[src/rtl/ppu_pkg.sv]
// Shared encodings for the PPU VRAM arbiter: bus states, requester owner codes
// and the owner-to-one-hot helper used by the arbiter and its priority select.
package ppu_pkg;

  localparam int PPU_ADDR_W = 14;

  typedef enum logic [1:0] {
    IDLE    = 2'd0,
    ISSUE   = 2'd1,
    CAPTURE = 2'd2
  } bus_state_t;

  typedef enum logic [1:0] {
    OWN_BG  = 2'd0,
    OWN_SPR = 2'd1,
    OWN_CPU = 2'd2
  } owner_t;

  // One-hot bit position equals the owner code: bit0 BG, bit1 SPR, bit2 CPU.
  function automatic logic [2:0] owner_onehot(input owner_t owner);
    return 3'b001 << owner;
  endfunction

endpackage

[src/rtl/ppu_arb_prio.sv]
// Combinational winner select for the VRAM bus: BG > SPR > CPU, with the CPU
// lifted above SPR (never above BG) once it has been starved.
module ppu_arb_prio
  import ppu_pkg::*;
(
  input  logic       i_bg_elig,
  input  logic       i_spr_elig,
  input  logic       i_cpu_elig,
  input  logic       i_cpu_starved,
  output logic       o_any,
  output logic [2:0] o_onehot,
  output owner_t     o_owner
);

  always_comb begin
    o_onehot = 3'b000;
    o_owner  = OWN_BG;
    if (i_bg_elig) begin
      o_onehot = owner_onehot(OWN_BG);
      o_owner  = OWN_BG;
    end else if (i_cpu_elig && i_cpu_starved) begin
      o_onehot = owner_onehot(OWN_CPU);
      o_owner  = OWN_CPU;
    end else if (i_spr_elig) begin
      o_onehot = owner_onehot(OWN_SPR);
      o_owner  = OWN_SPR;
    end else if (i_cpu_elig) begin
      o_onehot = owner_onehot(OWN_CPU);
      o_owner  = OWN_CPU;
    end
  end

  assign o_any = |o_onehot;

endmodule

[src/rtl/ppu_vram_arbiter.sv]
// Shares the single synchronous VRAM port between BG fetch, sprite fetch and
// CPU PPUDATA access using fixed two-cycle ISSUE/CAPTURE bus transactions.
module ppu_vram_arbiter
  import ppu_pkg::*;
#(
  parameter int ADDR_W       = PPU_ADDR_W,
  parameter int DATA_W       = 8,
  parameter int CPU_MAX_WAIT = 16
) (
  input  logic              i_clk,
  input  logic              i_rst_n,
  input  logic              i_render_en,
  input  logic              i_bg_req,
  input  logic              i_spr_req,
  input  logic              i_cpu_req,
  input  logic [ADDR_W-1:0] i_bg_addr,
  input  logic [ADDR_W-1:0] i_spr_addr,
  input  logic [ADDR_W-1:0] i_cpu_addr,
  input  logic              i_cpu_we,
  input  logic [DATA_W-1:0] i_cpu_wdata,
  output logic              o_bg_gnt,
  output logic              o_spr_gnt,
  output logic              o_cpu_gnt,
  output logic              o_bg_rvalid,
  output logic              o_spr_rvalid,
  output logic              o_cpu_rvalid,
  output logic [DATA_W-1:0] o_rdata,
  output logic              o_vram_ce,
  output logic              o_vram_we,
  output logic [ADDR_W-1:0] o_vram_addr,
  output logic [DATA_W-1:0] o_vram_wdata,
  input  logic [DATA_W-1:0] i_vram_rdata
);

  localparam int              WAIT_W   = $clog2(CPU_MAX_WAIT + 1);
  localparam logic [WAIT_W-1:0] MAX_WAIT = WAIT_W'(CPU_MAX_WAIT);

  bus_state_t        r_state, w_state_next;
  owner_t            r_owner, w_owner_next;
  logic              r_owner_we, w_owner_we_next;
  logic [2:0]        r_gnt, w_gnt_next;
  logic [2:0]        r_rvalid, w_rvalid_next;
  logic [DATA_W-1:0] r_rdata, w_rdata_next;
  logic              r_vram_ce, w_vram_ce_next;
  logic              r_vram_we, w_vram_we_next;
  logic [ADDR_W-1:0] r_vram_addr, w_vram_addr_next;
  logic [DATA_W-1:0] r_vram_wdata, w_vram_wdata_next;
  logic [WAIT_W-1:0] r_cpu_wait;

  logic              w_cpu_starved;
  logic              w_any;
  logic [2:0]        w_win_onehot;
  owner_t            w_win_owner;

  assign w_cpu_starved = (r_cpu_wait >= MAX_WAIT);

  ppu_arb_prio u_prio (
    .i_bg_elig     (i_bg_req && i_render_en),
    .i_spr_elig    (i_spr_req && i_render_en),
    .i_cpu_elig    (i_cpu_req),
    .i_cpu_starved (w_cpu_starved),
    .o_any         (w_any),
    .o_onehot      (w_win_onehot),
    .o_owner       (w_win_owner)
  );

  always_comb begin
    w_state_next      = r_state;
    w_owner_next      = r_owner;
    w_owner_we_next   = r_owner_we;
    w_gnt_next        = 3'b000;
    w_rvalid_next     = 3'b000;
    w_rdata_next      = r_rdata;
    w_vram_ce_next    = 1'b0;
    w_vram_we_next    = 1'b0;
    w_vram_addr_next  = r_vram_addr;
    w_vram_wdata_next = r_vram_wdata;
    case (r_state)
      IDLE, CAPTURE: begin
        // RAM data for the access issued last cycle is valid now.
        if (r_state == CAPTURE && !r_owner_we) begin
          w_rvalid_next = owner_onehot(r_owner);
          w_rdata_next  = i_vram_rdata;
        end
        if (w_any) begin
          w_state_next    = ISSUE;
          w_owner_next    = w_win_owner;
          w_owner_we_next = (w_win_owner == OWN_CPU) && i_cpu_we;
          w_gnt_next      = w_win_onehot;
          w_vram_ce_next  = 1'b1;
          w_vram_we_next  = (w_win_owner == OWN_CPU) && i_cpu_we;
          case (w_win_owner)
            OWN_SPR: w_vram_addr_next = i_spr_addr;
            OWN_CPU: w_vram_addr_next = i_cpu_addr;
            default: w_vram_addr_next = i_bg_addr;
          endcase
          w_vram_wdata_next = (w_win_owner == OWN_CPU) ? i_cpu_wdata : '0;
        end else begin
          w_state_next = IDLE;
        end
      end
      ISSUE:   w_state_next = CAPTURE;
      default: w_state_next = IDLE;
    endcase
  end

  always_ff @(posedge i_clk or negedge i_rst_n) begin
    if (!i_rst_n) begin
      r_state      <= IDLE;
      r_owner      <= OWN_BG;
      r_owner_we   <= 1'b0;
      r_gnt        <= 3'b000;
      r_rvalid     <= 3'b000;
      r_rdata      <= '0;
      r_vram_ce    <= 1'b0;
      r_vram_we    <= 1'b0;
      r_vram_addr  <= '0;
      r_vram_wdata <= '0;
      r_cpu_wait   <= '0;
    end else begin
      r_state      <= w_state_next;
      r_owner      <= w_owner_next;
      r_owner_we   <= w_owner_we_next;
      r_gnt        <= w_gnt_next;
      r_rvalid     <= w_rvalid_next;
      r_rdata      <= w_rdata_next;
      r_vram_ce    <= w_vram_ce_next;
      r_vram_we    <= w_vram_we_next;
      r_vram_addr  <= w_vram_addr_next;
      r_vram_wdata <= w_vram_wdata_next;
      // Wait counts cycles the CPU has been kept off the bus; saturates.
      if (!i_cpu_req || r_gnt[2]) begin
        r_cpu_wait <= '0;
      end else if (!w_cpu_starved) begin
        r_cpu_wait <= r_cpu_wait + 1'b1;
      end
    end
  end

  assign o_bg_gnt     = r_gnt[0];
  assign o_spr_gnt    = r_gnt[1];
  assign o_cpu_gnt    = r_gnt[2];
  assign o_bg_rvalid  = r_rvalid[0];
  assign o_spr_rvalid = r_rvalid[1];
  assign o_cpu_rvalid = r_rvalid[2];
  assign o_rdata      = r_rdata;
  assign o_vram_ce    = r_vram_ce;
  assign o_vram_we    = r_vram_we;
  assign o_vram_addr  = r_vram_addr;
  assign o_vram_wdata = r_vram_wdata;

endmodule

[config.mk]
export PLATFORM = sky130hd
export DESIGN_NAME = ppu_vram_arbiter
export DESIGN_NICKNAME = d
export VERILOG_FILES = /design/src/rtl/ppu_pkg.sv /design/src/rtl/ppu_arb_prio.sv /design/src/rtl/ppu_vram_arbiter.sv
export SDC_FILE = /design/constraint.sdc
export NUM_CORES = 1
export LEC_CHECK = 0
export ABC_CLOCK_PERIOD_IN_PS = 2050
export BUFFER_PORTS_ARGS = -buffer_cell sky130_fd_sc_hd__buf_2
export CAP_MARGIN = 20
export CORE_UTILIZATION = 42
export DETAILED_ROUTE_END_ITERATION = 6
export HOLD_SLACK_MARGIN = 0.06
export PLACE_DENSITY_LB_ADDON = 0.25
export SLEW_MARGIN = 10
export SYNTH_ARGS = -nofsm -noshare
export SYNTH_HDL_FRONTEND = slang
export SYNTH_SLANG_ARGS = --single-unit
export TNS_END_PERCENT = 5
[constraint.sdc]
create_clock -name i_clk -period 2.05 [get_ports i_clk]
set_input_delay 0.205 -clock i_clk [delete_from_list [all_inputs] [get_ports i_clk]]
set_output_delay 0.205 -clock i_clk [all_outputs]
set_load 0.02 [all_outputs]
==> qor.csv <==
stage,metric,value,unit
detailed_routing,Detail Route Antenna Nets,0,
critical_path,critical path class,register to register,
layout,share of layout cells above drive strength 1,48.00,%
yosys,mapped cell area,2203,um^2
clock_network,CTS H-tree depth,2,
yosys,average footprint of a synthesized cell,11.48,um^2
hold_path,Tightest Hold Check Type,primary input to register,
clock_network,Num CTS Buffers,5,
yosys,adder and majority gate portion of the synthesized area,2.271,%
floorplan,Die ar.,5540,um^2
yosys,number of flops mapped to enable cells by yosys,0,
yosys,Post-Syn Nets,261,
critical_path,capture instance of the worst register-to-register path,o_vram_addr[6],
clock_network,clock tree from TritonCTS,done,
critical_path,top fanout value on the critical path,14,
hold_path,hold endpoint,o_rdata[6],
timing,fmax,0.5465,GHz
global_route,vias in the first global route,1692,
floorplan,Initial Utilization,45.15,%
floorplan,ports placed on the boundary,103,
job,Max-Cap Viols,0,
timing,final period demand of the worst path,1.830,ns
clock_network,number of buffers on the longest clock path,2,
layout,"commonest cells after routing, fill and taps aside","buf_2 (102), dfrtp_1 (47), nand2_1 (25), inv_1 (15), mux2_2 (15)",
yosys,most used flip-flop cell after synthesis,dfrtp_1,
power,leakage component of the power,1.538,nW
critical_path,reg2reg setup slack,0.22,ns
yosys,Synth area leaders,"dfrtp_1 (53%), mux2_2 (7.7%), a22oi_1 (4.8%)",
layout,"most common cell after layout, fill and taps aside",buf_2,
layout,Final Cell Area,2923,um^2
power,maximum VDD drop,398.5,uV
timing,setup clock skew after layout,0.003989,ns
power,power per cell area,907.6,nW/um^2
floorplan,number of core rows,25,
yosys,Synth area leader,dfrtp_1,
place,Post-DP Area,2806,um^2
critical_path,depth of the worst register-to-register path,7,
critical_path,Worst R2R Start,r_cpu_wait[4],
critical_path,type of element capturing the critical path,register,
place,final HPWL from detailed placement,3541,um
timing,final cycle utilization of the critical path,89.26,%
critical_path,critical path launch point type,register,
detailed_routing,via count,1780,
yosys,register bit total from synthesis,47,
clock_network,"Clk pin slew, worst setup/hold paths",0.08,ns
global_route,global-route usage over all layers,18.06,%
timing,final-report max-slew violation count,0,
yosys,synthesized-area fraction occupied by and/or/nand/nor cells,9.767,%
clock_network,clock root buffer,clkbuf_8,
yosys,fraction of synthesized cell area in xor and xnor cells,1.193,%
yosys,main combinational cell family by area after synthesis,multiplexers,
hold_path,WHS Path Cells,2,
floorplan,die outline width,74.43,um
place,count of port buffers added during placement,102,
timing,relative slew slack,63.72,%
detailed_routing,Iter 0 DRT Violations,67,
timing,final setup TNS,0,ns
global_route,largest net degree at the start of global routing,29,
global_route,wire length of the first global-routing pass,7596,um
floorplan,overall die height,74.43,um
yosys,share of the synthesized area in compound gates (AO/OA/AOI/OAI),10.39,%
global_route,antenna violations before repair,0,
layout,final layout net count,368,
floorplan,core outline area,4880,um^2
timing,final count of hold timing violations,0,
critical_path,"Req. time, crit path",2.23,ns
yosys,proportion of netlist area held by the largest area contributor,53.38,%
timing,tightest hold margin,0.1410,ns
detailed_routing,via density per instance,4.850,
clock_network,clock sink count,47,
clock_network,clock latency at the later pin of the worst-skew pair,0.29,ns
yosys,Cell variety after synth,29,
global_route,leftover overflow at the end of global routing,0,
yosys,proportion of synthesized chip area in sequential cells,53.38,%
detailed_routing,average routed wire per standard cell,12.60,um
critical_path,worst path arrival time,2.01,ns
detailed_routing,DRC violation count after routing,0,
hold_path,startpoint of the most critical hold path,i_vram_rdata[6],
layout,number of diodes added for antenna fixing,0,
layout,Area growth syn-to-layout,32.65,%
place,Placer Congestion,0.7242,
timing,Final Setup Violations,0,
detailed_routing,Total Routed Length,4623,um
detailed_routing,number of detailed-route iterations in the first pass,4,
outcome,status,completed,
yosys,multiplexer fraction of the synthesized cell area,16.98,%
yosys,share of synthesized registers carrying an async set or reset,100.0,%
yosys,Synthesis Warnings,0,
timing,unrepaired setup endpoints after global routing,false,
timing,measured slew at the worst slew-check pin,0.5442,ns
yosys,count of mapped cells out of synthesis,192,
-- area by class of cell --
cell class,instances,area (um^2)
tap,67,83.83
timing repair buffer,111,605.6
clock inverter,1,7.507
sequential,47,1176
clock buffer,7,96.34
fill,427,1957
multi-input combinational,119,897.1
inverter,15,56.30
-- synth_stat cells (all sizes together) (2+ instances only) --
cell,n
mux2,22
o21ai,15
nand2,25
mux2i,10
xor2,2
nand4b,2
nand2b,2
ha,4
and3,4
nor2b,3
dfrtp,47
a22oi,14
nor2,8
clkbuf,2
inv,15
buf,9
-- worst max-delay path by stage --
stage | startpoint | end | slack [ns] | cells past startpoint
after floorplan | r_cpu_wait[4] | o_vram_addr[0] | 0.11 | 9
after global placement | i_spr_req | o_vram_addr[11] | 0.19 | 8
after detailed placement | i_spr_req | o_vram_addr[6] | 0.18 | 8
after CTS | r_cpu_wait[4] | o_vram_addr[6] | 0.21 | 7
after global routing | r_cpu_wait[4] | o_vram_addr[10] | 0.06 | 7
final | r_cpu_wait[4] | o_vram_addr[6] | 0.22 | 7
-- cell families (layout without fill, tap and decap cells) --
logic type | Yosys count | in the layout
buf+inv | 26 | 134
compound gates | 34 | 34
xor+xnor | 3 | 3
mux | 32 | 32
flops | 47 | 47
simple gates | 46 | 46
fa+ha+maj | 4 | 4
-- metrics by stage --
step / utilization, % / total power, mW / worst slack [ns] / cells
after global placement: 57.51 / 2.051 / 0.1893 / 358
final: 59.90 / 2.653 / 0.2203 / 367
after detailed placement: 57.51 / 2.072 / 0.1850 / 358
after CTS: 59.85 / 2.687 / 0.2070 / 367
after global routing: 59.90 / 2.810 / 0.05611 / 367
after floorplan: - / 1.752 / 0.1059 / 192
-- registers in the layout (all words and copies together) (netlist names) --
| name | count |
|---|---|
| o_rdata | 8 |
| o_vram_addr | 14 |
| o_vram_ce | 1 |
| o_vram_wdata | 8 |
| o_vram_we | 1 |
| r_cpu_wait | 5 |
| r_gnt | 3 |
| r_owner | 2 |
| r_owner_we | 1 |
| r_rvalid | 3 |
| r_state | 1 |
-- where the power goes --
part | total, mW | internal (mW) | switching, mW | leakage (nW)
clock network | 0.605 | 0.307 | 0.299 | 0.0505
logic | 0.843 | 0.377 | 0.466 | 0.887
registers | 1.20 | 1.11 | 0.0973 | 0.601
total | 2.65 | 1.79 | 0.862 | 1.54
-- worst max-delay path, cell delays in order (launching register included) --
cell,delay (ns)
dfrtp_1,0.41
nand2_1,0.08
nand4b_1,0.21
ha_1,0.29
buf_4,0.19
a22oi_1,0.18
o21ai_0,0.10
mux2_2,0.26
-- metal layers --
layer / share of wire [%] / wire [um] / global-route usage, % / vias up
met5: 0 / 0 / 0 / -
li1: - / - / - / 863
met1: 44 / 2030 / 22.28 / 839
met3: 5.7 / 263 / 4.065 / 5
met4: 1.0 / 46 / 5.451 / 0
met2: 49 / 2283 / 31.53 / 73
-- repair_timing --
item,4_1_cts,5_1_grt
endpoints found under the setup margin,0,5
resized for setup,0,1
endpoints found under the hold margin,22,0
buffers inserted,0,0
hold buffers,1,0
(Power assumes the default switching activity.)
